[config.mk]
export PLATFORM = sky130hd
export DESIGN_NAME = inst_encoder_flat
export DESIGN_NICKNAME = d
export VERILOG_FILES = /design/src/rtl/rv32i_enc_pkg.sv /design/src/rtl/inst_encoder_if.sv /design/src/rtl/inst_pack.sv /design/src/rtl/inst_encoder.sv /design/src/flat_wrapper.sv
export SDC_FILE = /design/constraint.sdc
export NUM_CORES = 1
export LEC_CHECK = 0
export ABC_AREA = 1
export BUFFER_PORTS_ARGS = -buffer_cell sky130_fd_sc_hd__buf_2
export CORE_ASPECT_RATIO = 1.4
export CORE_MARGIN = 4
export CORE_UTILIZATION = 30
export DETAILED_ROUTE_END_ITERATION = 8
export GPL_TIMING_DRIVEN = 0
export SLEW_MARGIN = 0
export SYNTH_ARGS = -nofsm -noshare
export SYNTH_HDL_FRONTEND = slang
export SYNTH_SLANG_ARGS = --single-unit
[constraint.sdc]
create_clock -name clk -period 7.3 [get_ports clk]
set_clock_uncertainty 0.2 [all_clocks]
set_input_delay 1.46 -clock clk [delete_from_list [all_inputs] [get_ports clk]]
set_output_delay 1.46 -clock clk [all_outputs]
set_load 0.1 [all_outputs]
[src/rtl/rv32i_enc_pkg.sv]
// Shared types and range helpers for the RV32I instruction encoder.
// Formats 6 and 7 are deliberately left out of fmt_e; they are treated as errors.
package rv32i_enc_pkg;

    typedef enum logic [2:0] {
        FMT_R = 3'd0,
        FMT_I = 3'd1,
        FMT_S = 3'd2,
        FMT_B = 3'd3,
        FMT_U = 3'd4,
        FMT_J = 3'd5
    } fmt_e;

    localparam logic [31:0] NOP_INST = 32'h0000_0013;

    function automatic logic fits_s12(input logic signed [31:0] v);
        return (v >= -32'sd2048) && (v <= 32'sd2047);
    endfunction

    function automatic logic fits_s13(input logic signed [31:0] v);
        return (v >= -32'sd4096) && (v <= 32'sd4095);
    endfunction

    function automatic logic fits_s21(input logic signed [31:0] v);
        return (v >= -32'sd1048576) && (v <= 32'sd1048575);
    endfunction

endpackage

[src/rtl/inst_encoder_if.sv]
// Request/response bundle between the program loader and the instruction encoder.
interface inst_encoder_if;

    logic        in_valid;
    logic        in_ready;
    logic [2:0]  in_fmt;
    logic [6:0]  in_opcode;
    logic [4:0]  in_rd;
    logic [4:0]  in_rs1;
    logic [4:0]  in_rs2;
    logic [2:0]  in_funct3;
    logic [6:0]  in_funct7;
    logic [31:0] in_value;

    logic        out_valid;
    logic        out_ready;
    logic [31:0] out_inst;
    logic [31:0] out_addr;
    logic        out_err;

    modport master (
        output in_valid, in_fmt, in_opcode, in_rd, in_rs1, in_rs2,
               in_funct3, in_funct7, in_value, out_ready,
        input  in_ready, out_valid, out_inst, out_addr, out_err
    );

    modport slave (
        input  in_valid, in_fmt, in_opcode, in_rd, in_rs1, in_rs2,
               in_funct3, in_funct7, in_value, out_ready,
        output in_ready, out_valid, out_inst, out_addr, out_err
    );

endinterface

[src/rtl/inst_pack.sv]
// Combinational RV32I word packer: scatters already-validated fields and immediate into the format layout.
module inst_pack
    import rv32i_enc_pkg::*;
(
    input  logic [2:0]  fmt,
    input  logic [6:0]  opcode,
    input  logic [4:0]  rd,
    input  logic [4:0]  rs1,
    input  logic [4:0]  rs2,
    input  logic [2:0]  funct3,
    input  logic [6:0]  funct7,
    input  logic [31:0] imm,
    output logic [31:0] inst
);

    always_comb begin
        inst = NOP_INST;
        case (fmt)
            FMT_R: inst = {funct7, rs2, rs1, funct3, rd, opcode};
            FMT_I: inst = {imm[11:0], rs1, funct3, rd, opcode};
            FMT_S: inst = {imm[11:5], rs2, rs1, funct3, imm[4:0], opcode};
            FMT_B: inst = {imm[12], imm[10:5], rs2, rs1, funct3, imm[4:1], imm[11], opcode};
            FMT_U: inst = {imm[31:12], rd, opcode};
            FMT_J: inst = {imm[20], imm[10:1], imm[11], imm[19:12], rd, opcode};
            default: inst = NOP_INST;
        endcase
    end

endmodule

[src/rtl/inst_encoder.sv]
// Two-stage RV32I instruction encoder with a running write-address (PC) counter.
// Stage 1 tags the request with its PC and range-checks it; stage 2 packs and holds the output word.
module inst_encoder
    import rv32i_enc_pkg::*;
#(
    parameter logic [31:0] BASE_ADDR = 32'h0000_0000,
    parameter int          ERR_W     = 8
) (
    input  logic             clk,
    input  logic             rst_n,
    input  logic             pc_load,
    input  logic [31:0]      pc_value,
    inst_encoder_if.slave    bus,
    output logic [ERR_W-1:0] err_cnt
);

    logic [31:0]        pc;
    logic [31:0]        pc_cur;
    logic               acc;
    logic               adv_p2;

    logic signed [31:0] value_p0;
    logic signed [31:0] off_p0;
    logic [31:0]        imm_p0;
    logic               err_p0;

    logic               vld_p1;
    logic [2:0]         fmt_p1;
    logic [6:0]         opcode_p1;
    logic [4:0]         rd_p1;
    logic [4:0]         rs1_p1;
    logic [4:0]         rs2_p1;
    logic [2:0]         funct3_p1;
    logic [6:0]         funct7_p1;
    logic [31:0]        imm_p1;
    logic [31:0]        addr_p1;
    logic               err_p1;
    logic [31:0]        packed_p1;

    logic               vld_p2;
    logic [31:0]        inst_p2;
    logic [31:0]        addr_p2;
    logic               err_p2;

    // pc_load overrides the counter in the same cycle so an accepted request can take the loaded address.
    assign pc_cur = pc_load ? (pc_value & ~32'h0000_0003) : pc;

    assign bus.in_ready = rst_n & (!vld_p1 | !vld_p2 | bus.out_ready);
    assign acc          = bus.in_valid & bus.in_ready;
    assign adv_p2       = vld_p1 & (!vld_p2 | bus.out_ready);

    always_ff @(posedge clk) begin
        if (!rst_n) begin
            pc <= BASE_ADDR;
        end else if (acc) begin
            pc <= pc_cur + 32'd4;
        end else if (pc_load) begin
            pc <= pc_cur;
        end
    end

    // ---- stage 0 -> 1: offset, range check, capture ----
    assign value_p0 = $signed(bus.in_value);
    assign off_p0   = value_p0 - $signed(pc_cur);

    always_comb begin
        imm_p0 = bus.in_value;
        err_p0 = 1'b1;
        case (bus.in_fmt)
            FMT_R: err_p0 = 1'b0;
            FMT_I,
            FMT_S: err_p0 = !fits_s12(value_p0);
            FMT_B: begin
                imm_p0 = off_p0;
                err_p0 = !fits_s13(off_p0) | off_p0[0];
            end
            FMT_U: err_p0 = |bus.in_value[11:0];
            FMT_J: begin
                imm_p0 = off_p0;
                err_p0 = !fits_s21(off_p0) | off_p0[0];
            end
            default: err_p0 = 1'b1;
        endcase
    end

    always_ff @(posedge clk) begin
        if (!rst_n) begin
            vld_p1 <= 1'b0;
        end else if (acc) begin
            vld_p1 <= 1'b1;
        end else if (adv_p2) begin
            vld_p1 <= 1'b0;
        end
    end

    always_ff @(posedge clk) begin
        if (acc) begin
            fmt_p1    <= bus.in_fmt;
            opcode_p1 <= bus.in_opcode;
            rd_p1     <= bus.in_rd;
            rs1_p1    <= bus.in_rs1;
            rs2_p1    <= bus.in_rs2;
            funct3_p1 <= bus.in_funct3;
            funct7_p1 <= bus.in_funct7;
            imm_p1    <= imm_p0;
            addr_p1   <= pc_cur;
            err_p1    <= err_p0;
        end
    end

    // ---- stage 1 -> 2: pack and register outputs ----
    inst_pack u_pack (
        .fmt    (fmt_p1),
        .opcode (opcode_p1),
        .rd     (rd_p1),
        .rs1    (rs1_p1),
        .rs2    (rs2_p1),
        .funct3 (funct3_p1),
        .funct7 (funct7_p1),
        .imm    (imm_p1),
        .inst   (packed_p1)
    );

    always_ff @(posedge clk) begin
        if (!rst_n) begin
            vld_p2  <= 1'b0;
            inst_p2 <= 32'h0;
            addr_p2 <= 32'h0;
            err_p2  <= 1'b0;
        end else if (adv_p2) begin
            vld_p2  <= 1'b1;
            inst_p2 <= err_p1 ? NOP_INST : packed_p1;
            addr_p2 <= addr_p1;
            err_p2  <= err_p1;
        end else if (bus.out_ready) begin
            vld_p2  <= 1'b0;
        end
    end

    always_ff @(posedge clk) begin
        if (!rst_n) begin
            err_cnt <= '0;
        end else if (vld_p2 && bus.out_ready && err_p2 && (err_cnt != {ERR_W{1'b1}})) begin
            err_cnt <= err_cnt + ERR_W'(1);
        end
    end

    assign bus.out_valid = vld_p2;
    assign bus.out_inst  = inst_p2;
    assign bus.out_addr  = addr_p2;
    assign bus.out_err   = err_p2;

endmodule
[src/flat_wrapper.sv]
// flat-port wrapper written by rule: the top's interface ports become plain ports
module inst_encoder_flat import rv32i_enc_pkg::*;
#(
    parameter logic [31:0] BASE_ADDR = 32'h0000_0000,
    parameter int          ERR_W     = 8
)
  (clk, rst_n, pc_load, pc_value, err_cnt, bus_in_valid, bus_in_fmt, bus_in_opcode, bus_in_rd, bus_in_rs1, bus_in_rs2, bus_in_funct3, bus_in_funct7, bus_in_value, bus_out_ready, bus_in_ready, bus_out_valid, bus_out_inst, bus_out_addr, bus_out_err);
  inst_encoder_if bus_i ();
  input  logic clk;
  input  logic rst_n;
  input  logic pc_load;
  input  logic [31:0] pc_value;
  output logic [ERR_W-1:0] err_cnt;
  input wire logic [$bits(bus_i.in_valid)-1:0] bus_in_valid;
  input wire logic [$bits(bus_i.in_fmt)-1:0] bus_in_fmt;
  input wire logic [$bits(bus_i.in_opcode)-1:0] bus_in_opcode;
  input wire logic [$bits(bus_i.in_rd)-1:0] bus_in_rd;
  input wire logic [$bits(bus_i.in_rs1)-1:0] bus_in_rs1;
  input wire logic [$bits(bus_i.in_rs2)-1:0] bus_in_rs2;
  input wire logic [$bits(bus_i.in_funct3)-1:0] bus_in_funct3;
  input wire logic [$bits(bus_i.in_funct7)-1:0] bus_in_funct7;
  input wire logic [$bits(bus_i.in_value)-1:0] bus_in_value;
  input wire logic [$bits(bus_i.out_ready)-1:0] bus_out_ready;
  output wire logic [$bits(bus_i.in_ready)-1:0] bus_in_ready;
  output wire logic [$bits(bus_i.out_valid)-1:0] bus_out_valid;
  output wire logic [$bits(bus_i.out_inst)-1:0] bus_out_inst;
  output wire logic [$bits(bus_i.out_addr)-1:0] bus_out_addr;
  output wire logic [$bits(bus_i.out_err)-1:0] bus_out_err;
  assign bus_i.in_valid = bus_in_valid;
  assign bus_i.in_fmt = bus_in_fmt;
  assign bus_i.in_opcode = bus_in_opcode;
  assign bus_i.in_rd = bus_in_rd;
  assign bus_i.in_rs1 = bus_in_rs1;
  assign bus_i.in_rs2 = bus_in_rs2;
  assign bus_i.in_funct3 = bus_in_funct3;
  assign bus_i.in_funct7 = bus_in_funct7;
  assign bus_i.in_value = bus_in_value;
  assign bus_i.out_ready = bus_out_ready;
  assign bus_in_ready = bus_i.in_ready;
  assign bus_out_valid = bus_i.out_valid;
  assign bus_out_inst = bus_i.out_inst;
  assign bus_out_addr = bus_i.out_addr;
  assign bus_out_err = bus_i.out_err;
  inst_encoder #(.BASE_ADDR(BASE_ADDR), .ERR_W(ERR_W)) u_core (.clk(clk), .rst_n(rst_n), .pc_load(pc_load), .pc_value(pc_value), .bus(bus_i), .err_cnt(err_cnt));
endmodule
---- Yosys cells after proc, flatten, opt, wreduce, memory -nomap -nowiden ----
Index checks and enable logic that the tools add are counted.
Widths: inputs -> output; s select.
operators by class
  order comparisons ....................... 6
  reductions and logical operators ........ 19
  divide/modulo/power cells ............... 0
  $mul .................................... 0
  equal/unequal tests ..................... 11
  add/subtract/negate cells ............... 3
  multiplexer cells ....................... 11
  bitwise operators ....................... 8
  shift-type cells ........................ 0
operator list
  cell                   count
  $pmux 32 s6            1
  $mux 32                5
  $add 32x3->32 const B  1
  $ge 32x12->1 const B   1
  $ge 32x13->1 const B   1
  $ge 32x21->1 const B   1
  $le 32x12->1 const B   1
  $le 32x13->1 const B   1
  $le 32x21->1 const B   1
  $sub 32x32->32         1
  $eq 3x2->1 const B     4
  $eq 3x3->1 const B     4
  $reduce_or 12->1       1
  $add 8x1->8 const B    1
  $ne 8x8->1 const B     1
  $eq 3x1->1 const B     2
  $logic_and 1x1->1      6
  $logic_not 3->1        2
  $reduce_bool 2->1      3
  $logic_not 1->1        5
  $or 1x1->1             5
  $pmux 1 s5             1
  $mux 1                 4
  $reduce_or 2->1        2
  $and 1x1->1            3
word-level totals
  memories ................................ 0
  output and inout port bits .............. 75
  flip-flop bits (word level) ............. 207
  word-level logic and storage cells ...... 75
  bits in latches ......................... 0
  RAM bits ................................ 0
  input bits .............................. 104
  ROM bits ................................ 0

---- Depth between registers and ports, before layout ----
Gate-level depths: netlist (run 1).
  depth in word-level cells ............... 7
  depth in mapped cells ................... 29

---- Modules after synthesis ----
From an unflattened synthesis (run 1), not the netlist that was laid out.
unflattened totals
  cell total of the unflattened synthesis .. 1620
  area total of the unflattened synthesis .. 11718.7 µm²
modules (own cells, without submodules)
  module        instances  area each (µm²)  sequential area each (µm²)  cells an instance
  inst_encoder  1          11141.9          5144.9                      1494
  inst_pack     1          576.8            0.0                         126

---- Least setup slack after synthesis (run 1) ----
Ideal clock, no wire load.
  path kind ............................... in2reg
  start ................................... in rst_n
  end ..................................... reg u_core.pc[30]
  arrival time ............................ 5.599 ns
  slack ................................... 1.373 ns
  stages .................................. 11
  buffers on the path ..................... 1
  cells stage by stage .................... buf_4 > inv_2 > nor3_4 > nand2_1 > nor2_1 > nand3_2 > nor3_2 > nand3_2 > nor3_2 > xor2_1 > nor2_1
between the ends
  cells in the longest elaborated chain, start to end .. 3
  elaborated cells between the ends (all ways) .. 4
  those cells by class .................... mux: 1; bitwise: 2; reduce/logical: 1
RTL lines
  item                                                 RTL line            RTL
  start: declaration                                   flat_wrapper.sv:10  input logic rst_n;
  $and 1x1->1 *                                        inst_encoder.sv:48  assign bus.in_ready = rst_n & (!vld_p1 | !vld_p2 | bus.out_ready);
  $and 1x1->1 *                                        inst_encoder.sv:49  assign acc = bus.in_valid & bus.in_ready;
  named net u_core.acc                                 inst_encoder.sv:19  logic acc;
  $mux 32 / $reduce_bool 2->1 (equally long branches)  n/a
  end signal: assignment                               inst_encoder.sv:56  pc <= pc_cur + 32'd4;
  end signal: assignment                               inst_encoder.sv:58  pc <= pc_cur;
  end: declaration                                     inst_encoder.sv:17  logic [31:0] pc;
Mark *: on every way through the listed nets, which the timed path passes. The rest lies on a longest branch.
A chain may end at the register's enable or synchronous reset.

---- Worst setup path in the final report (run 1) ----
  start ................................... in pc_load
  end ..................................... reg u_core.err_p1, data pin
between the ends
  cells in the longest elaborated chain, start to end .. 7
  elaborated cells between the ends (all ways) .. 13
  those cells by class .................... add/sub: 1; order compare: 4; mux: 2; bitwise: 2; reduce/logical: 4
RTL lines
  item                                         RTL line                                  RTL
  start: declaration                           flat_wrapper.sv:11                        input logic pc_load;
  $mux 32 *                                    inst_encoder.sv:46                        assign pc_cur = pc_load ? (pc_value & ~32'h0000_0003) : pc;
  $sub 32x32->32 *                             inst_encoder.sv:64                        assign off_p0 = value_p0 - $signed(pc_cur);
  $ge 32x21->1, or another cell as far along   rv32i_enc_pkg.sv:25                       return (v >= -32'sd1048576) && (v <= 32'sd1048575);
  $logic_and 1x1->1, on equally long branches  rv32i_enc_pkg.sv:25, rv32i_enc_pkg.sv:21
  $logic_not 1->1, on equally long branches    inst_encoder.sv:80, inst_encoder.sv:75
  $or 1x1->1, on equally long branches         inst_encoder.sv:80, inst_encoder.sv:75
  $pmux 1 s5 *                                 inst_encoder.sv:69                        case (bus.in_fmt)
  named net u_core.err_p0                      inst_encoder.sv:25                        logic err_p0;
  end signal: assignment                       inst_encoder.sv:107                       err_p1 <= err_p0;
  end: declaration                             inst_encoder.sv:37                        logic err_p1;
Marked as above.

==> results.md, run 1 <==
Timing:
- At the pin with the least slew margin, the transition time is 0.9344 ns.
- The fmax is 198.2 MHz.
- The count of endpoints failing hold in the final timing report came to 0.
- The worst slack on hold paths is 0.2545 ns.
- The final critical-path share of the clock period is 69.11%.
- The worst pin sits at a relative slew slack of 37.05%.
- The worst path in the final design needs a cycle of 5.045 ns, including I/O delays and setup.
- Setup violations remaining at the end of the flow were counted as 0.
- The smallest setup slack after layout is 2.255 ns.
- Setup repair after global routing left no endpoint under its margin.
- The number of slew-limit violations in the final report is 0.

Synthesis:
- Ranked by total cell area, the synthesized netlist is headed by sky130_fd_sc_hd__edfxtp_1 26%, sky130_fd_sc_hd__dfxtp_1 19%, sky130_fd_sc_hd__nand2_1 15%, sky130_fd_sc_hd__inv_1 6.7%, sky130_fd_sc_hd__nor2_1 6.4%.
- In this run the biggest area consumer among cell types represents 26.26% of the synthesized area.
- Synthesis produced a netlist whose cell count is 1558.
- Yosys instantiated no cell more often than sky130_fd_sc_hd__nand2_1.
- In the synthesized netlist the async set-or-reset flop fraction comes to 0%.
- The post-synthesis average cell area is 7.341 µm².
- When the netlist entered floorplanning its net count stood at 1696.
- Summing the sequential cell areas from Yosys gives 44.98% of the chip area.
- For this run, the leading register cell type out of synthesis is sky130_fd_sc_hd__dfxtp_1.
- The count of flip-flops with a built-in enable after synthesis is 100.
- The yosys synthesis warning count is 0.
- The cell type with the largest total area after synthesis is sky130_fd_sc_hd__edfxtp_1.
- The flip-flop and latch count after synthesis is 207.
- The number of unique standard cell types used by synthesis is 50.
- The commonest cells after synthesis are 461 x sky130_fd_sc_hd__nand2_1, 204 x sky130_fd_sc_hd__inv_1, 196 x sky130_fd_sc_hd__nor2_1.
- After synthesis the cells add up to 11440 µm².

Placed design:
- The number of placed instances, taps included, is 2212.
- The instance area at placement is 13030 µm².
- Detailed placement ended at an HPWL of 32.94 mm.
- Before CTS, the worst setup slack after placement is 1.751 ns.
- In this run the tool buffered the top-level ports with 175 buffer cells.
- Routability-driven placement finished with a final weighted congestion of 0.9002.

Clock tree:
- After clock tree synthesis, the clock-pin slew on the worst setup and hold paths is 0.07 ns.
- The clock insertion delay at the later pin of the skew report is 0.52 ns.
- The total of hold buffers inserted after clock tree synthesis is 0.
- The maximum clock path buffer count is 3.
- In this run the clock root is driven by a sky130_fd_sc_hd__clkbuf_16.
- CTS saw 207 sinks.
- CTS built an H-tree with a depth of 1.
- The TritonCTS clock tree is done.
- Post-CTS timing repair inserted 0 buffers for setup.
- The number of clock buffers added by TritonCTS is 21.
- The post-CTS resize count is 0.

Drt:
- After detailed routing, the average wire length per cell comes to 17.63 µm.
- The highest metal layer carrying signal wires in the routed design is met4.
- The number of vias after detailed routing is 10500.
- After detailed routing, the met3 layer carries 1.646 mm of wire.
- In the routed layout, each cell is associated on average with a via count of 4.664.
- The number of nets still failing antenna checks after routing is 0.
- The sum of routed wire segments on met1 is 15.52 mm.
- The final routed DRC violation total is 0.
- The final layout contains routed wiring with a total length of 39.70 mm.
- The length of the first detailed-routing pass in iterations is 5.
- Wire segments on met2 add up to 20.18 mm in the final route.
- After the first detailed-routing iteration, the DRC count stood at 686.

Global route:
- The global router's overall resource usage is 18.57%.
- The largest net degree at the start of global routing is 23.
- The number of antenna violations at the first check in global routing is 4.
- The number of global-route vias before repair is 10330.
- The global-route wire length before repair is 59.01 mm.
- The remaining global-route overflow is 0.

Pwr:
- The clock network power share is 35.1%.
- The sequential share of power is 41.0%.
- VDD sags by at most 0.1571 mV.
- The power per standard cell area is 232.7 nW/µm².
- The proportion of power drawn by combinational gates is 23.9%.
- The reported leakage power is 6.349 nW.
- Cell internal power was estimated by the tool at 2.121 mW.
- Net switching is 33.70% of the power.
- In this run the power spent charging and discharging nets is 1.078 mW.

Critical path:
- For the worst setup path, the data arrival time is 5.10 ns.
- The sort of element at the end of the critical path is a register.
- The worst setup path is launched from an input port.
- STA puts the critical path data required time at 7.36 ns.
- The worst setup path category is in2reg.
- Of all nets on the critical path, the largest fanout is 10.

Die:
- The number of primary I/O pins is 179.
- In this run the vertical extent of the chip is 239.0 µm.
- Once the floorplan was initialized, standard cells occupied 30.40% of the core.
- The width of the chip is 173.0 µm.
- The die covers 41360 µm².
- The placeable core region is 37630 µm².
- The initialized floorplan defines 84 standard-cell rows.

Outcome:
- The flow ran to the end, and the final reports show no timing, DRC or antenna violations.

Final layout:
- The fraction of final layout cells sized beyond drive strength 1 is 15.70%.
- After routing the design area is 13750 µm².
- The area growth from synthesis to layout is 20.22%.
- The non-filler instance count after layout is 2252.
- The net total in the final layout is 1900.

Hold path:
- The type of the worst min-delay path is reg2reg.

Flow run:
- The count of max-cap constraint violations is 0.
## power by group through the flow
stage | logic [mW] | clock network, mW | registers, mW
floorplan | 0.401 | 0 | 1.46
global placement | 0.748 | 0 | 1.34
detailed placement | 0.763 | 0 | 1.34
CTS | 0.765 | 1.15 | 1.31
global route | 0.841 | 1.19 | 1.32
finish | 0.763 | 1.12 | 1.31
## flip-flops by register name, indices dropped and copies added, names as in the netlist, 3 cells and up
register             cells
u_core.funct7_p1         7
u_core.addr_p1          32
u_core.funct3_p1         3
u_core.imm_p1           32
u_core.opcode_p1         7
u_core.rd_p1             5
u_core.rs2_p1            5
u_core.pc               32
u_core.rs1_p1            5
u_core.bus.out_inst     32
u_core.err_cnt           8
u_core.fmt_p1            3
u_core.bus.out_addr     32
## metal layers
layer / track usage [%] / vias to the layer above
li1: - / 5421
met1: 20.53 / 4742
met2: 34.34 / 254
met3: 2.405 / 87
met4: 10.41 / 0
met5: 0 / -
## path summary, 6_finish.rpt
check | slack (ns) | start | depth (start not counted) | to
worst min-delay path | 0.25 | u_core.pc[0] | 2 | u_core.pc[0]
worst min register to register | 0.25 | u_core.pc[0] | 2 | u_core.pc[0]
worst max-delay path | 2.25 | pc_load | 24 | u_core.err_p1
worst max register to register | 3.57 | u_core.pc[17] | 19 | u_core.err_p1
## critical path, stage by stage
cell and delay, ns:
sky130_fd_sc_hd__buf_2 0.18, sky130_fd_sc_hd__inv_2 0.08, sky130_fd_sc_hd__buf_6 0.15, sky130_fd_sc_hd__buf_6 0.14, sky130_fd_sc_hd__buf_6 0.13, sky130_fd_sc_hd__or2_2 0.27
sky130_fd_sc_hd__o21ai_1 0.36, sky130_fd_sc_hd__ha_1 0.43, sky130_fd_sc_hd__a21oi_1 0.23, sky130_fd_sc_hd__o21ai_0 0.20, sky130_fd_sc_hd__inv_1 0.10, sky130_fd_sc_hd__o21ai_0 0.09
sky130_fd_sc_hd__a21oi_1 0.41, sky130_fd_sc_hd__nand3_1 0.13, sky130_fd_sc_hd__nand2_1 0.13, sky130_fd_sc_hd__nand2_1 0.06, sky130_fd_sc_hd__nor2_1 0.15, sky130_fd_sc_hd__nand3_1 0.09
sky130_fd_sc_hd__nand2_1 0.07, sky130_fd_sc_hd__nand2_1 0.05, sky130_fd_sc_hd__nand2_1 0.05, sky130_fd_sc_hd__nand2_1 0.04, sky130_fd_sc_hd__nand2_1 0.05, sky130_fd_sc_hd__nand2_1 0.05
## cell families after synthesis
family	after synthesis	share of synthesized area, %
AOI/OAI and AO/OA	222	10.47
xor gates and xnor gates	23	1.761
adders and majority gates	34	3.785
buffers and inverters	252	8.642
DFF	207	44.98
and+or+nand+nor	820	30.36
## per-stage QoR
step	setup TNS (ns)	total power, mW	utilization, %
final	0	3.199	36.54
after global routing	0	3.347	36.54
after CTS	0	3.223	36.53
after detailed placement	0	2.101	34.64
after global placement	-4.417	2.088	34.30
after floorplan	0	1.861	-
## cell type report
type / instances / area, µm²
timing repair buffer: 181 / 1003
tap: 473 / 591.8
antenna: 2 / 5.005
clock buffer: 23 / 543.0
inverter: 213 / 799.5
multi-input combinational: 1099 / 5304
clock inverter: 15 / 168.9
sequential: 207 / 5145
buffer: 39 / 188.9
fill: 3989 / 23880
## cell usage in the layout (no fill, tap or decap), types with 12 or more instances in the layout
master | netlist | layout
sky130_fd_sc_hd__inv_1 | 204 | 204
sky130_fd_sc_hd__nor2_1 | 196 | 196
sky130_fd_sc_hd__a21oi_1 | 65 | 65
sky130_fd_sc_hd__clkbuf_1 | 29 | 30
sky130_fd_sc_hd__xor2_1 | 12 | 12
sky130_fd_sc_hd__dfxtp_1 | 107 | 107
sky130_fd_sc_hd__buf_2 | 1 | 176
sky130_fd_sc_hd__nand2_1 | 461 | 461
sky130_fd_sc_hd__or2_2 | 18 | 18
sky130_fd_sc_hd__ha_1 | 33 | 33
sky130_fd_sc_hd__nor3_1 | 14 | 14
sky130_fd_sc_hd__o21ai_0 | 113 | 113
sky130_fd_sc_hd__nand4_1 | 14 | 14
sky130_fd_sc_hd__clkbuf_16 | 0 | 21
sky130_fd_sc_hd__edfxtp_1 | 100 | 100
sky130_fd_sc_hd__nand3_1 | 63 | 63
Note: power is estimated with default switching activity, not from simulation.
==> run 2, diff against run 1 <==
- clock period: 7.3 -> 4.9 ns (I/O delays scaled with it)
==> results.md, run 2 (synthesis gave the netlist of run 1 again) <==
Placed design:
- The HPWL after detailed placement is 32.83 mm.
- At the end of routability-driven placement, the weighted congestion stood at 0.9334.
- The count of port buffers added during placement is 175.
- The instance area at placement is 13080 µm².

Die:
- The die is 173.0 µm wide.
- In this run the core area contains 84 standard-cell rows.
- The die covers 41360 µm².
- The region available for standard cell placement spans 37630 µm².
- The number of primary I/O pins is 179.
- Once the floorplan was initialized, standard cells occupied 30.40% of the core.
- From bottom edge to top edge, the die measures 239.0 µm.

Drt:
- After detailed routing, the met3 layer carries 1.646 mm of wire.
- The pre-antenna-repair detailed-routing pass consisted of 5 iterations.
- The detailed router put a total of 15.32 mm of wire on met1.
- Detailed routing placed a total of 20.21 mm of wire on met2.
- Routed signal wires occupy layers up through met4.
- The detail route stage leaves a number of antenna-violating nets equal to 0.
- Detailed routing inserted a total of 10580 vias.
- The sum of routed wire length over all layers is 39.45 mm.
- Using the TritonRoute via totals, the vias-per-cell ratio works out to 4.698.
- After detailed routing, the number of remaining DRC violations is 0.
- In the final routed layout, each cell accounts on average for 17.51 µm.
- The first routing iteration left 632 violations.

Global route:
- The number of global-route vias before repair was 10390.
- The global router's overall resource usage is 18.59%.
- The number of antenna violations at the first check in global routing was 2.
- The largest net degree at the start of global routing is 24.
- The global-route wire length before repair is 59.42 mm.
- For this run the aggregate overflow at the end of global routing stands at 0.

Critical path:
- The largest single stage delay on the critical path is 0.41 ns.
- The critical register-to-register path startpoint is u_core.pc[13].
- The type of origin of the critical path is an input port.
- The standard cell with the maximum stage delay on the critical path is sky130_fd_sc_hd__fa_1.
- The slack of the worst reg-to-reg path is 1.12 ns.
- The worst setup path category is in2reg.
- The origin of the worst setup path is pc_load.
- STA classifies the critical path endpoint as a register.
- The data required time at the worst endpoint is 4.97 ns.
- The cell that appears most often on the critical path is sky130_fd_sc_hd__nand2_1.
- The most critical setup path has its endpoint at u_core.err_p1.
- Along the worst path, the maximum fanout reaches 10.
- The worst flop-to-flop path endpoint is u_core.err_p1.
- STA puts the critical path data arrival time at 4.55 ns.
- The count of cells along the worst register-to-register path is 20.

Timing:
- The normalized max-slew margin is 33.16%.
- Hold timing on the final database bottoms out at a slack of 0.2478 ns.
- The transition at the pin with the smallest max-transition slack is 0.9994 ns.
- The count of endpoints failing hold in the final timing report was 0.
- The fmax is 222.9 MHz.
- The final critical-path required period is 4.486 ns.
- The post-route setup TNS is 0 ns.
- The final critical-path share of the clock period is 91.55%.
- Setup violations remaining at the end of the flow were counted as 0.
- The number of slew-limit violations in the final report is 0.
- Setup repair after global routing left no endpoint under its margin.

Clock tree:
- The H-tree level count is 1.
- The post-CTS resize count is 0.
- The clock insertion delay at the later pin of the skew report is 0.52 ns.
- After clock tree synthesis, the clock-pin slew on the worst setup and hold paths is 0.06 ns.
- The TritonCTS buffer count is 22.
- The total of hold buffers inserted after clock tree synthesis is 0.
- The TritonCTS clock tree is done.
- The maximum clock path buffer count is 3.
- The total number of clock tree sinks is 207.
- The buffer cell driving the clock tree root is sky130_fd_sc_hd__clkbuf_16.
- The number of setup buffers added after CTS is 0.

Outcome:
- The flow ran to the end, and the final reports show no timing, DRC or antenna violations.

Flow run:
- The count of max-cap constraint violations is 0.

Pwr:
- The design draws 4.688 mW.
- The analysis attributes to cell leakage a power of 6.359 nW.
- In this run the power density over the cells is 340.4 nW/µm².
- IR analysis of the VDD net gives a maximum drop of 0.2016 mV.

Final layout:
- The net total in the final layout is 1900.
- The post-route cell area is 13770 µm².
- Leaving out fill and tap cells, the most frequent cells in the layout are 457 x sky130_fd_sc_hd__nand2_1, 204 x sky130_fd_sc_hd__inv_1, 193 x sky130_fd_sc_hd__nor2_1.
- The area growth from synthesis to layout is 20.42%.
- The fraction of final layout cells sized beyond drive strength 1 is 15.92%.
- The most frequent standard cell in the layout excluding fill and tap cells is sky130_fd_sc_hd__nand2_1.

Hold path:
- The tightest min-delay check is of the reg2reg type.
[run 2: per-stage QoR]
step                cells  util (%)  setup slack (ns)
finish               2253     36.61            0.4143
global route         2251     36.59            0.1324
CTS                  2251     36.59            0.4204
detailed placement   2211     34.77           -0.1053
global placement     2206     34.47            -2.121
floorplan            1558         -           -0.4508
[run 2: power breakdown]
part	switching [mW]	internal [mW]	total, mW
Sequential	0.0346	1.92	1.96
Clock	0.707	0.885	1.59
Combinational	0.831	0.310	1.14
[run 2: area by class of cell]
class,count,area [µm²]
tap,473,591.8
clock buffer,30,610.6
sequential,207,5145
antenna,2,5.005
clock inverter,10,73.82
fill,3997,23850
timing repair buffer,180,988.4
multi-input combinational,1099,5335
inverter,213,812.0
buffer,39,211.5
[run 2: worst min-delay path by stage]
| stage | start | to | cells past startpoint |
|---|---|---|---|
| floorplan | u_core.pc[0] | u_core.pc[0] | 2 |
| finish | u_core.pc[0] | u_core.pc[0] | 2 |
| detailed placement | u_core.pc[0] | u_core.pc[0] | 2 |
| global route | u_core.pc[0] | u_core.pc[0] | 2 |
| CTS | u_core.pc[0] | u_core.pc[0] | 2 |
| global placement | u_core.pc[0] | u_core.pc[0] | 2 |
[run 2: worst max-delay path, delay by kind of cell]
kind / cells / cell delay (ns)
and+or+nand+nor: 20 / 1.96
buffers and inverters: 5 / 0.96
adders and majority gates: 2 / 0.64
[run 2: routing by layer]
layer	vias up	track usage, %
met5	-	0
met1	4801	20.75
met2	281	34.58
li1	5424	-
met4	0	9.656
met3	78	2.326
==> run 3, diff against run 2 <==
- REMOVE_ABC_BUFFERS: default -> 1
==> results.md, run 3 (synthesis gave the netlist of run 1 again) <==
Pwr:
- Dividing total power by cell area gives a power density of 354.7 nW/µm².
- The sequential share of power is 40.2%.
- The net switching power is 1.549 mW.
- The share of total power consumed by net switching is 31.81%.
- The peak ir drop on the vdd network is 0.2135 mV.
- The reported leakage power is 6.359 nW.
- The proportion of power drawn by combinational gates is 22.7%.
- Cell internal power was estimated by the tool at 3.320 mW.
- The clock network is responsible for 37.1% of the overall power.
- The overall power consumption is 4.869 mW.

Critical path:
- STA puts the critical path data required time at 4.98 ns.
- The worst register-to-register path has a setup slack of 1.30 ns.
- The arrival time of the worst setup path is 4.51 ns.
- The worst setup path is captured at a register.
- The worst-path maximum fanout is 34.
- STA classifies the critical path startpoint as an input port.
- The worst setup path category is in2reg.

Timing:
- The number of setup violations in the final report is 0.
- Of the available clock period, the critical path in the final layout requires 90.51%.
- The count of endpoints failing hold in the final timing report is 0.
- The number of slew-limit violations in the final report was 0.
- In this run the tightest slew margin relative to its limit is 14.47%.
- Setup repair after global routing left no endpoint under its margin.
- Once routing completed, OpenROAD measured the worst setup slack at 0.4652 ns.
- Counting I/O delays and the setup requirement, the final critical path takes 4.435 ns.
- The transition at the pin with the smallest max-transition slack is 1.273 ns.
- The fmax is 225.5 MHz.

Final layout:
- Relative to the synthesized area, the layout overhead comes to 20.02%.
- The net total in the final layout is 1868.
- The library cell used most frequently in the layout, excluding fill and tap cells, is sky130_fd_sc_hd__nand2_1.
- The top cell types in the final layout, fill and taps aside, are 459 x sky130_fd_sc_hd__nand2_1, 204 x sky130_fd_sc_hd__inv_1, 196 x sky130_fd_sc_hd__nor2_1.
- Cells with a size suffix above 1 make up 15.97% of the layout.
- The count of fill cells added during filler insertion is 4038.

Clock tree:
- The clock reaches the later pin of the worst-skew pair after 0.53 ns.
- The TritonCTS buffer count is 23.
- TritonCTS built the clock tree.
- The total number of clock tree sinks is 207.
- The maximum clock path buffer count is 3.
- The total of hold buffers inserted after clock tree synthesis is 0.
- CTS built an H-tree with a depth of 1.
- The buffer cell driving the clock tree root is sky130_fd_sc_hd__clkbuf_16.
- The clock-pin slew on the worst setup and hold paths is 0.06 ns.

Drt:
- After detailed routing, the average wire length per cell comes to 16.60 µm.
- The detailed router's first-iteration violation count is 529.
- After detailed routing, the number of vias per cell comes to 4.679.
- Once detail routing completed, the nets flagged for antenna violations numbered 0.
- The length of the first detailed-routing pass in iterations is 5.
- The routed layout has 10400 vias.
- The routed design has 36.90 mm of wire.
- After detailed routing, the number of remaining DRC violations is 0.

Global route:
- The largest net degree at the start of global routing is 65.
- The number of global-route vias before repair is 10130.
- The remaining global-route overflow is 0.
- Across every metal layer, demand over resource in global routing totals 17.21%.
- The number of antenna violations at the first check in global routing came to 4.
- The global-route wire length before repair is 55.88 mm.

Placed design:
- The HPWL after detailed placement is 29.81 mm.
- The congestion estimate from routability-driven global placement came to 0.9064.
- At the placement stage, the worst setup path has a slack of -0.6066 ns.
- The count of port buffers added during placement is 176.

Die:
- The initialized floorplan defines 84 standard-cell rows.
- The number of primary I/O pins is 179.
- The die area is 41360 µm².
- The floorplan step defined a core boundary enclosing 37630 µm².
- The width of the chip is 173.0 µm.
- The die height is 239.0 µm.
- The starting density of the core is 30.40%.

Outcome:
- The run finished with clean final reports.

Flow run:
- The count of max-cap constraint violations is 0.

Hold path:
- The type of the worst min-delay path is reg2reg.
-- run 3: stage by stage --
step	area (µm²)	setup TNS, ns	instances	utilization (%)	hold slack, ns
after floorplan	11250	-11.27	1519	-	0.2215
after global placement	12720	-301.81	2168	33.81	0.2290
after detailed placement	12910	-6.820	2176	34.30	0.2371
after CTS	13690	0	2218	36.40	0.2464
after global routing	13720	0	2222	36.48	0.2722
final	13730	0	2223	36.48	0.2469
-- run 3: repair_timing --
action | 4_1_cts | 5_1_grt
resized for setup | 1 | 4
setup endpoints to repair | 1 | 17
cloned | 0 | 0
buffers inserted | 0 | 2
pin swaps | 0 | 1
-- run 3: per-layer routing --
layer  wire length, µm  share of wire [%]  vias up  global-route usage (%)
met1             14250                 39     4797                   18.49
met3              1231                3.3       63                   2.341
li1                  -                  -     5347                       -
met4              1582                4.3        2                   7.672
met2             19830                 54      193                   33.37
met5                10              0.027        -                       0
-- run 3: path summary, 6_finish.rpt --
kind,start,end,cells past startpoint
worst min-delay path,u_core.pc[0],u_core.pc[0],2
worst min register to register,u_core.pc[0],u_core.pc[0],2
worst max-delay path,pc_load,u_core.err_p1,24
worst max register to register,u_core.pc[6],u_core.err_p1,22
-- run 3: area by class of cell --
class,instances,area (µm²),share of cell area [%]
flip-flops and latches,207,5145,37.48
clock buffers,33,654.4,4.767
clock inverters,9,131.4,0.9571
repair buffers,186,1079,7.857
multi-input cells,1099,5316,38.73
well taps,473,591.8,4.311
diodes,3,7.507,0.05469
inverters,213,802.0,5.843
-- run 3: worst max-delay path: stages --
cell and delay, ns:
sky130_fd_sc_hd__buf_4 0.37, sky130_fd_sc_hd__inv_4 0.22, sky130_fd_sc_hd__or2_2 0.32, sky130_fd_sc_hd__o21a_1 0.16
sky130_fd_sc_hd__inv_1 0.18, sky130_fd_sc_hd__ha_1 0.33, sky130_fd_sc_hd__nand2_1 0.19, sky130_fd_sc_hd__inv_1 0.06
sky130_fd_sc_hd__a21oi_1 0.26, sky130_fd_sc_hd__nand2_1 0.15, sky130_fd_sc_hd__inv_1 0.11, sky130_fd_sc_hd__nand2_1 0.13
sky130_fd_sc_hd__nand2_1 0.11, sky130_fd_sc_hd__nand3_1 0.13, sky130_fd_sc_hd__nand2_1 0.13, sky130_fd_sc_hd__nand2_1 0.06
sky130_fd_sc_hd__nor2_1 0.16, sky130_fd_sc_hd__nand3_1 0.10, sky130_fd_sc_hd__nand2_1 0.07, sky130_fd_sc_hd__nand2_1 0.05
sky130_fd_sc_hd__nand2_1 0.05, sky130_fd_sc_hd__nand2_1 0.05, sky130_fd_sc_hd__nand2_1 0.05, sky130_fd_sc_hd__nand2_1 0.04
-- run 3: power groups by stage --
stage | combinational, mW | sequential, mW | clock [mW]
CTS | 1.11 | 1.96 | 1.86
floorplan | 0.580 | 2.18 | 0
global route | 1.22 | 1.97 | 1.92
detailed placement | 1.11 | 1.99 | 0
global placement | 1.08 | 2.00 | 0
finish | 1.11 | 1.96 | 1.81
